`src/rtl/mem_arbiter_pkg.sv`:
```
// Shared types for the data-RAM arbiter: FSM state encoding and port indices.
package mem_arbiter_pkg;

  typedef enum logic [1:0] {
    IDLE   = 2'd0,
    ACCESS = 2'd1,
    RESP   = 2'd2
  } arb_state_t;

  localparam logic ARB_PORT_CU = 1'b0;
  localparam logic ARB_PORT_LD = 1'b1;

endpackage

```
`src/rtl/mem_arbiter.sv`:
```
// Round-robin arbiter sharing one synchronous single-port RAM between two requesters.
// Optional atomic lock with a bounded run length is enabled by defining MEM_ARB_LOCK_EN.
module mem_arbiter
  import mem_arbiter_pkg::*;
#(
  parameter int REG_SIZE = 8
`ifdef MEM_ARB_LOCK_EN
  ,
  parameter int LOCK_MAX = 4
`endif
) (
  input  logic                clk,
  input  logic                rst,
  input  logic                req0,
  input  logic                req1,
  input  logic                we0,
  input  logic                we1,
  input  logic [REG_SIZE-1:0] addr0,
  input  logic [REG_SIZE-1:0] addr1,
  input  logic [REG_SIZE-1:0] wdata0,
  input  logic [REG_SIZE-1:0] wdata1,
`ifdef MEM_ARB_LOCK_EN
  input  logic                lock0,
  input  logic                lock1,
`endif
  output logic                gnt0,
  output logic                gnt1,
  output logic                rvalid0,
  output logic                rvalid1,
  output logic [REG_SIZE-1:0] rdata,
  output logic [REG_SIZE-1:0] mem_addr,
  output logic                mem_we,
  output logic [REG_SIZE-1:0] mem_wdata,
  input  logic [REG_SIZE-1:0] mem_rdata
);

  arb_state_t r_state;
  arb_state_t w_state_nxt;
  logic       r_owner;
  logic       r_last;
  logic       w_elig0;
  logic       w_elig1;
  logic       w_any;
  logic       w_win;

`ifdef MEM_ARB_LOCK_EN
  localparam int CNT_W = $clog2(LOCK_MAX + 1);
  localparam logic [CNT_W-1:0] LOCK_MAX_C = CNT_W'(LOCK_MAX);

  logic             r_lock_act;
  logic             r_lock_port;
  logic [CNT_W-1:0] r_lock_cnt;
  logic [CNT_W-1:0] w_cnt_nxt;
  logic             w_lock_req;

  // While a lock is active only the locking port may be selected, even if it is idle.
  always_comb begin
    w_elig0    = req0 & (~r_lock_act | (r_lock_port == ARB_PORT_CU));
    w_elig1    = req1 & (~r_lock_act | (r_lock_port == ARB_PORT_LD));
    w_lock_req = (w_win == ARB_PORT_LD) ? lock1 : lock0;
    w_cnt_nxt  = r_lock_act ? (r_lock_cnt + CNT_W'(1)) : CNT_W'(1);
  end

  always_ff @(posedge clk or negedge rst) begin
    if (!rst) begin
      r_lock_act  <= 1'b0;
      r_lock_port <= ARB_PORT_CU;
      r_lock_cnt  <= '0;
    end else if ((r_state == IDLE) && w_any) begin
      if (w_lock_req && (w_cnt_nxt < LOCK_MAX_C)) begin
        r_lock_act  <= 1'b1;
        r_lock_port <= w_win;
        r_lock_cnt  <= w_cnt_nxt;
      end else begin
        r_lock_act  <= 1'b0;
        r_lock_cnt  <= '0;
      end
    end
  end
`else
  always_comb begin
    w_elig0 = req0;
    w_elig1 = req1;
  end
`endif

  always_comb begin
    w_any = w_elig0 | w_elig1;
    if (w_elig0 && w_elig1)
      w_win = ~r_last;
    else if (w_elig1)
      w_win = ARB_PORT_LD;
    else
      w_win = ARB_PORT_CU;
  end

  always_comb begin
    w_state_nxt = r_state;
    gnt0        = 1'b0;
    gnt1        = 1'b0;
    rvalid0     = 1'b0;
    rvalid1     = 1'b0;
    rdata       = '0;
    case (r_state)
      IDLE: begin
        if (w_any)
          w_state_nxt = ACCESS;
      end
      ACCESS: begin
        gnt0        = (r_owner == ARB_PORT_CU);
        gnt1        = (r_owner == ARB_PORT_LD);
        w_state_nxt = mem_we ? IDLE : RESP;
      end
      RESP: begin
        rvalid0     = (r_owner == ARB_PORT_CU);
        rvalid1     = (r_owner == ARB_PORT_LD);
        rdata       = mem_rdata;
        w_state_nxt = IDLE;
      end
      default: w_state_nxt = IDLE;
    endcase
  end

  // The mem_* registers double as the latched request; mem_we is only ever high in ACCESS.
  always_ff @(posedge clk or negedge rst) begin
    if (!rst) begin
      r_state   <= IDLE;
      r_owner   <= ARB_PORT_CU;
      r_last    <= ARB_PORT_LD;
      mem_addr  <= '0;
      mem_we    <= 1'b0;
      mem_wdata <= '0;
    end else begin
      r_state <= w_state_nxt;
      if ((r_state == IDLE) && w_any) begin
        r_owner   <= w_win;
        r_last    <= w_win;
        mem_addr  <= (w_win == ARB_PORT_LD) ? addr1 : addr0;
        mem_we    <= (w_win == ARB_PORT_LD) ? we1 : we0;
        mem_wdata <= (w_win == ARB_PORT_LD) ? wdata1 : wdata0;
      end else if (r_state == ACCESS) begin
        mem_we <= 1'b0;
      end
    end
  end

endmodule
```
`config.mk`:
```
export PLATFORM = sky130hd
export DESIGN_NAME = mem_arbiter
export DESIGN_NICKNAME = d
export VERILOG_FILES = /design/src/rtl/mem_arbiter_pkg.sv /design/src/rtl/mem_arbiter.sv
export SDC_FILE = /design/constraint.sdc
export NUM_CORES = 1
export LEC_CHECK = 0
export CORE_MARGIN = 2
export CORE_UTILIZATION = 32
export CTS_CLUSTER_SIZE = 24
export DETAILED_ROUTE_END_ITERATION = 6
export PLACE_DENSITY = 0.76
export SETUP_SLACK_MARGIN = 0.15
export SLEW_MARGIN = 20
export SYNTH_ARGS = -nofsm -noshare
export SYNTH_HDL_FRONTEND = slang
export SYNTH_SLANG_ARGS = --single-unit
```
`constraint.sdc`:
```
create_clock -name clk -period 1.6 [get_ports clk]
set_input_delay 0.24 -clock clk [delete_from_list [all_inputs] [get_ports clk]]
set_output_delay 0.24 -clock clk [all_outputs]
set_load 0.02 [all_outputs]
```
# --- Word-level counts from Yosys, hierarchy flattened ---
# Cells that the tools add are included.
word_totals:
  reg_bits: 21
  latch_bits: 0
  ram_bits: 0
  mem_bits_ro: 0
  inputBits: 46
  output_inout_bits: 29
  elab_cells: 31
  n_memories: 0
op_classes:
  addsub: 0
  mul: 0
  div_mod_pow: 0
  magnitude_cmp: 0
  eq_ne: 3
  shifts: 0
  n_mux: 15
  n_bitwise: 3
  reduce_logical: 4
ops:
  columns: ["operator", "count"]
  rows:
  - ["$mux 8", 3]
  - ["$mux 1", 9]
  - ["$mux 2", 2]
  - ["$pmux 2 s2", 1]
  - ["$eq 2x1->1 const B", 1]
  - ["$eq 2x2->1 const B", 1]
  - ["$logic_and 1x1->1", 2]
  - ["$logic_not 2->1", 1]
  - ["$ne 2x2->1 const B", 1]
  - ["$not 1->1", 2]
  - ["$reduce_bool 2->1", 1]
  - ["$or 1x1->1", 1]

# --- Longest topological paths before layout ---
# Gate-level depths: netlist of run 1.
logic_depth:
  word_depth: 4
  mapped_depth: 5
  mapped_depth_nobuf: 3

# --- Least setup slack after synthesis of run 1 ---
# Ideal clock, no wire load.
synth_timing:
  path_kind: "reg-to-reg"
  startpoint: "register r_last"
  endpoint: "register mem_wdata[0]"
  setup_time_ns: 0.125
  t_arrival_ns: 1.432
  required_ns: 1.475
  slack_ns: 0.043
  stages_incl_launch_ff: 6
  n_path_buf: 2
  period_less_slack_ns: 1.557
  cell_sequence: "dfstp_2 > a21bo_1 > buf_6 > buf_12 > mux2_4 > mux2_2"
synth_between:
  elab_chain_cells: 3
synth_rtl:
  columns: ["item", "line_no", "text"]
  rows:
  - ["start: declaration", "mem_arbiter.sv:40", "logic r_last;"]
  - ["start signal: assignment", "mem_arbiter.sv:137", "r_last <= w_win;"]
  - ["$not 1->1", "mem_arbiter.sv:90", "w_win = ~r_last;"]
  - ["$mux 1", "mem_arbiter.sv:89", "if (w_elig0 && w_elig1)"]
  - ["$mux 8", "mem_arbiter.sv:140", "mem_wdata <= (w_win == ARB_PORT_LD) ? wdata1 : wdata0;"]
  - ["end signal: assignment", "mem_arbiter.sv:140", null]
  - ["end: declaration", "mem_arbiter.sv:33", "output logic [REG_SIZE-1:0] mem_wdata,"]
# Every way passes these cells.
# A chain may end at the register's enable or synchronous reset.

# --- Final worst setup path of run 1 ---
layout_timing:
  startpoint: "register r_last"
  endpoint: "register mem_addr[0]"
layout_between:
  elab_chain_cells: 3
layout_rtl:
  columns: ["item", "line_no", "text"]
  rows:
  - ["$not 1->1", "mem_arbiter.sv:90", null]
  - ["$mux 1", "mem_arbiter.sv:89", null]
  - ["$mux 8", "mem_arbiter.sv:138", "mem_addr <= (w_win == ARB_PORT_LD) ? addr1 : addr0;"]
  - ["end signal: assignment", "mem_arbiter.sv:138", null]
  - ["end: declaration", "mem_arbiter.sv:31", "output logic [REG_SIZE-1:0] mem_addr,"]
# Every way passes these cells.

==> flow_summary.yaml, run 1 <==
outcome:
  status: "complete, no violations"
min_path:
  min_path_type: "in2async"
timing:
  skew_ps: 5.473
  maxSlewViolCount: 0
  min_period_ps: 1528
  hold_violations: 0
  fin_setup_tns_ps: 0
  tightest_slew_ps: 277.3
  fin_crit_sh: 0.9549
  rsz0062_at_grt: "yes"
  maxSlewHeadroom: 0.8152
  setup_ws_ps: 72.21
  fmax_mhz: 654.5
  whs_ps: 270.0
  setup_viol_count_final: 0
pwr:
  leakage_nw: 0.9810
  power_frac_comb: 0.623
  seq_power_share: 0.300
  vdd_ir_drop_max_uv: 660.0
  clock_power_share: 0.077
  p_sw_frac: 0.3786
  p_switching_mw: 1.225
  internal_power_mw: 2.010
  p_per_area_mw_per_mm2: 1554
job:
  cap_violations: 0
clock_network:
  cts_sinks: 21
  h-tree-depth: 1
  clk_pin_slew_ps: 110
  cts-root-buf: "clkbuf_4"
  cts-buffers-inserted: 3
  cts_tree: "done"
  clk-insertion-delay-late_ps: 300
  clockBufferDepth: 2
  postCtsHoldBufs: 0
worst_setup_path:
  path_depth: 4
  rrSetupSlack_ps: 70
  r2r-start: "r_last"
  crit_type: "reg2reg"
  critPathCaptureType: "flop"
  crit_fanout: 8
  cp-start-kind: "flop"
  crit_buf_inv: 1
  crit_path_cell_trace: "a21bo_4, buf_8, mux2_4, mux2_4"
  crit_slowest_cell: "dfstp_2"
  cp_slowest_stage_delay_ps: 560
  crit_top_cell: "mux2_4"
  r2r_cells: 4
  required_ps: 1800
  critPathArrivalTime_ps: 1730
  critical_path.top_delay_family: "multiplexers"
  reg2reg_to: "mem_addr[0]"
layout:
  stdcell_count: 216
  drive_gt1_frac: 0.4000
  nets: 217
  fin_util: 0.6239
  n_antenna_cell: 0
  syn_to_final_growth_pct: 86.34
die:
  rows: 21
  core_area_mm2: 0.003337
  dieArea_mm2: 0.003980
  start_util: 0.3348
  num_io_pins: 75
  chipWidth_um: 63.09
  dieHeight_um: 63.09
drt:
  ant_nets: 0
  drt_iter0_drc: 12
  vias: 991
  wl_mm: 2.982
  drc: 0
  via_per_inst: 4.588
  firstDrtPassIters: 4
  wl_per_cell_um: 13.81
synth:
  synth_compound_area_frac: 0.03359
  ys_ff_latch: 21
  synth-simple-area-share: 0.08847
  ys_warn_count: 0
  synth.distinct_cells: 20
  yosys.area_share.adder: 0
  ys_seq_area_frac: 0.4714
  synth_top_family_by_area: "multiplexers"
  synth_fp_nets: 129
  synthCells: 83
  synthMuxAreaShare: 0.3673
  yosys.area_share.xor_xnor: 0
  avgSynthCellArea_um2: 13.46
  synth_area_mm2: 0.001117
placement:
  post-place-ws_ps: -232.8
  gp_congestion: 0.6964
  hpwl_mm: 2.308
  port_buffers: 74
  dp.cells: 209
grt:
  overflow: 0
  grt_max_degree: 22
  antenna_found_initial: 0
  grt_pass1_vias: 1021
  grt_pass1_wl_mm: 4.767
  grt_usage: 0.1555
==> what timing repair did <==
| item | 4_1_cts | 5_1_grt |
|---|---|---|
| pin swaps | 1 | 5 |
| endpoints found under the hold margin | 0 | 0 |
| setup endpoints to repair | 45 | 28 |
| buffers inserted | 1 | 1 |
| resized for setup | 90 | 19 |
| cloned | 0 | 1 |
==> Yosys cell counts <==
library cell / n / area (um^2)
a21bo_1: 1 / 10.01
a21o_1: 1 / 7.510
a21oi_1: 1 / 5.000
a31oi_1: 1 / 6.260
and2_1: 10 / 62.56
buf_12: 1 / 20.02
buf_2: 1 / 5.000
buf_6: 1 / 11.26
dfrtp_1: 20 / 500.5
dfstp_2: 1 / 26.28
inv_1: 2 / 7.510
mux2_2: 24 / 270.3
mux2_4: 8 / 120.1
mux2i_1: 2 / 20.02
nand2_1: 1 / 3.750
nand2b_1: 1 / 6.260
nor2_1: 4 / 15.01
nor2b_1: 1 / 6.260
nor3_1: 1 / 5.000
o21ai_2: 1 / 8.760
==> area by class of cell <==
class / instances / area (um^2)
tap: 46 / 57.56
inverter: 2 / 7.507
clock buffer: 4 / 26.28
timing repair buffer: 86 / 857.1
fill: 283 / 1255
sequential: 21 / 526.8
multi-input combinational: 57 / 606.8
==> cell usage in the layout (no fill, tap or decap), types with 4 or more instances in the layout <==
master	count
nor2_1	4
mux2_2	15
and2_4	5
buf_6	12
and2_1	5
mux2_4	17
dfrtp_1	20
clkdlybuf4s50_1	45
dlygate4sd2_1	17
buf_4	9
==> layer usage <==
metal  up-vias  track usage  routed length [um]  part of all wire
li1        463            -                   -                 -
met1       482       0.1581                1101              0.37
met2        42       0.2992                1638              0.55
met3         4      0.03571                 185             0.062
met4         0      0.06667                  56             0.019
met5         -            0                   0                 0
==> metrics by stage <==
| stage | power [mW] | area, um^2 |
|---|---|---|
| 3_3_place_gp | 2.957 | 1972 |
| 2_1_floorplan | 2.035 | 1117 |
| 3_5_place_dp | 3.019 | 1972 |
| 6_report | 3.235 | 2082 |
| 5_1_grt | 3.432 | 2082 |
| 4_1_cts | 3.148 | 2012 |
==> flip-flops by register name (all words and copies together), names as in the netlist <==
signal and count:
mem_addr 8, r_last 1, r_owner 1, mem_we 1
mem_wdata 8, r_state 2
==> worst register-to-register path, cell delays in order (launching register included) <==
cell and delay [ps]:
dfstp_2 560, a21bo_4 150, buf_8 150, mux2_4 310, mux2_4 270
==> logic make-up after synthesis <==
logic type,after synthesis
AO/OA/AOI/OAI,5
buffers and inverters,5
flip-flops,21
multiplexers,34
AND/OR/NAND/NOR,18
==> worst max path at each step <==
stage,to,startpoint
2_1_floorplan,mem_wdata[0],r_last
5_1_grt,rdata[7],r_state[1]
3_3_place_gp,mem_addr[1],req1
6_report,mem_addr[0],r_last
4_1_cts,rdata[1],r_state[1]
3_5_place_dp,mem_addr[0],req0
==> power by group through the flow <==
| stage | registers (mW) | logic, mW | clock network, mW |
|---|---|---|---|
| 2_1_floorplan | 1.24 | 0.800 | 0 |
| 3_3_place_gp | 0.967 | 1.99 | 0 |
| 3_5_place_dp | 0.989 | 2.03 | 0 |
| 4_1_cts | 0.966 | 1.92 | 0.264 |
| 5_1_grt | 1.01 | 2.14 | 0.280 |
| 6_report | 0.970 | 2.02 | 0.250 |
(Power assumes the default switching activity.)
==> run 2: changes to the inputs <==
--- a/config.mk
+++ b/config.mk
@@ -9,7 +9,8 @@
 export CORE_UTILIZATION = 32
 export CTS_CLUSTER_SIZE = 24
 export DETAILED_ROUTE_END_ITERATION = 6
-export PLACE_DENSITY = 0.76
+export GPL_TIMING_DRIVEN = 0
+export PLACE_DENSITY_LB_ADDON = 0.05
 export SETUP_SLACK_MARGIN = 0.15
 export SLEW_MARGIN = 20
 export SYNTH_ARGS = -nofsm -noshare
==> flow_summary.yaml, run 2 (synthesized netlist as in run 1, its figures left out) <==
job:
  cap_violations: 0
timing:
  maxSlewHeadroom: 0.6779
  maxSlewViolCount: 0
  setup_viol_count_final: 2
  tightest_slew_ps: 483.1
  whs_ps: 400.0
  setup_ws_ps: -9.635
  hold_violations: 0
  fmax_mhz: 621.3
  rsz0062_at_grt: "yes"
  min_period_ps: 1610
  fin_crit_sh: 1.006
  skew_ps: 0.8079
clock_network:
  cts_sinks: 21
  cts-root-buf: "clkbuf_4"
  h-tree-depth: 1
  clk_pin_slew_ps: 110
  cts-buffers-inserted: 3
  clockBufferDepth: 2
  cts_tree: "done"
  clk-insertion-delay-late_ps: 300
outcome:
  status: "finished with violations"
  failed_checks: "setup timing"
die:
  num_io_pins: 75
  dieArea_mm2: 0.003980
  start_util: 0.3348
  core_area_mm2: 0.003337
  chipWidth_um: 63.09
  rows: 21
  dieHeight_um: 63.09
layout:
  drive_gt1_frac: 0.4713
  syn_to_final_growth_pct: 94.18
  nets: 221
  largestRegisters: "mem_addr x8, mem_wdata x8, r_state x2"
  n_antenna_cell: 0
  final_common_cell: "clkdlybuf4s50_1"
  final_cell_mix: "clkdlybuf4s50_1, mux2_4, dlygate4sd2_1, dfrtp_1, buf_6"
worst_setup_path:
  crit_slowest_cell: "dfstp_2"
  critPathArrivalTime_ps: 1800
  crit_fanout: 9
  crit_path_cell_trace: "a21bo_1, buf_6, buf_12, mux2_4, mux2_2"
  rrSetupSlack_ps: -10
  required_ps: 1800
  cp-start-kind: "flop"
  crit_type: "reg2reg"
  cp_slowest_stage_delay_ps: 550
  critPathCaptureType: "flop"
placement:
  gp_congestion: 0.7049
  hpwl_mm: 2.150
  port_buffers: 74
drt:
  vias: 1010
  wl_mm: 3.141
  drc: 0
  ant_nets: 0
  via_per_inst: 4.591
  drt_iter0_drc: 10
  firstDrtPassIters: 4
  wl_per_cell_um: 14.28
grt:
  grt_pass1_wl_mm: 5.306
  overflow: 0
  grt_max_degree: 22
  antenna_found_initial: 0
  grt_pass1_vias: 1091
  grt_usage: 0.1674
pwr:
  leakage_nw: 1.021
  p_per_area_mw_per_mm2: 1586
  vdd_ir_drop_max_uv: 864.7
  power_mw: 3.440
min_path:
  min_path_type: "in2reg"
run 2: cell count changes in the layout (fill, tap and decap cells not counted), sizes merged:
cell	change
nor2b	+1
clkdlybuf4s50	-2
dlygate4sd2	+1
buf	+2
clkbuf	+1
dlygate4sd3	+1
run 2: routing by layer:
| metal | vias to the layer above | wire length (um) | track usage |
|---|---|---|---|
| li1 | 472 | - | - |
| met4 | 0 | 12 | 0.01667 |
| met3 | 2 | 319 | 0.07321 |
| met5 | - | 0 | 0 |
| met1 | 486 | 1171 | 0.1853 |
| met2 | 50 | 1636 | 0.3045 |
run 2: area by class of cell:
| class | count | area [um^2] |
|---|---|---|
| Buffer | 3 | 38.79 |
| Clock buffer | 4 | 26.28 |
| Fill cell | 280 | 1167 |
| Inverter | 2 | 7.507 |
| Multi-Input combinational cell | 58 | 661.9 |
| Sequential cell | 21 | 529.3 |
| Tap cell | 46 | 57.56 |
| Timing Repair Buffer | 86 | 848.3 |
run 2: report_power, final:
part	switching [mW]	leakage [nW]	internal (mW)	total, mW
sequential	0.177	0.245	0.818	0.995
combinational	0.977	0.762	1.21	2.19
clock	0.158	0.0150	0.0971	0.255
total	1.31	1.02	2.13	3.44
run 2: path summary, 6_finish.rpt:
check | from | end | cells past startpoint
setup / recovery | r_last | mem_wdata[7] | 5
hold / removal | req1 | r_last | 3
setup reg to reg | r_last | mem_wdata[7] | 5
hold reg to reg | mem_we | r_state[1] | 1
max in group asynchronous | rst | r_state[1] | 2
min in group asynchronous | rst | mem_wdata[5] | 2
run 2: stage by stage:
step                  util  setup slack, ps  instance area [um^2]  TNS [ps]  instances
finish              0.6502           -9.635                  2170    -14.09        220
global placement    0.5741           -478.6                  1916     -7117        203
floorplan                -            46.70                  1117         0         83
global route        0.6502           -58.77                  2170    -707.6        220
detailed placement  0.5741           -502.7                  1916     -8448        203
CTS                 0.6262           -32.47                  2090    -129.4        215
run 2: worst max-delay path: cells and delay by family, from the launching register on:
family          cells  cell delay, ps
compound gates      1             120
buf+inv             2             270
flops               1             550
mux                 2             560
run 2: repair_timing:
item	in CTS	in global routing
setup buffers	7	4
hold buffers	0	1
gates resized for setup	113	14
endpoints found under the hold margin	0	20
pin swaps	6	3
cloned	1	0
endpoints found under the setup margin	48	30
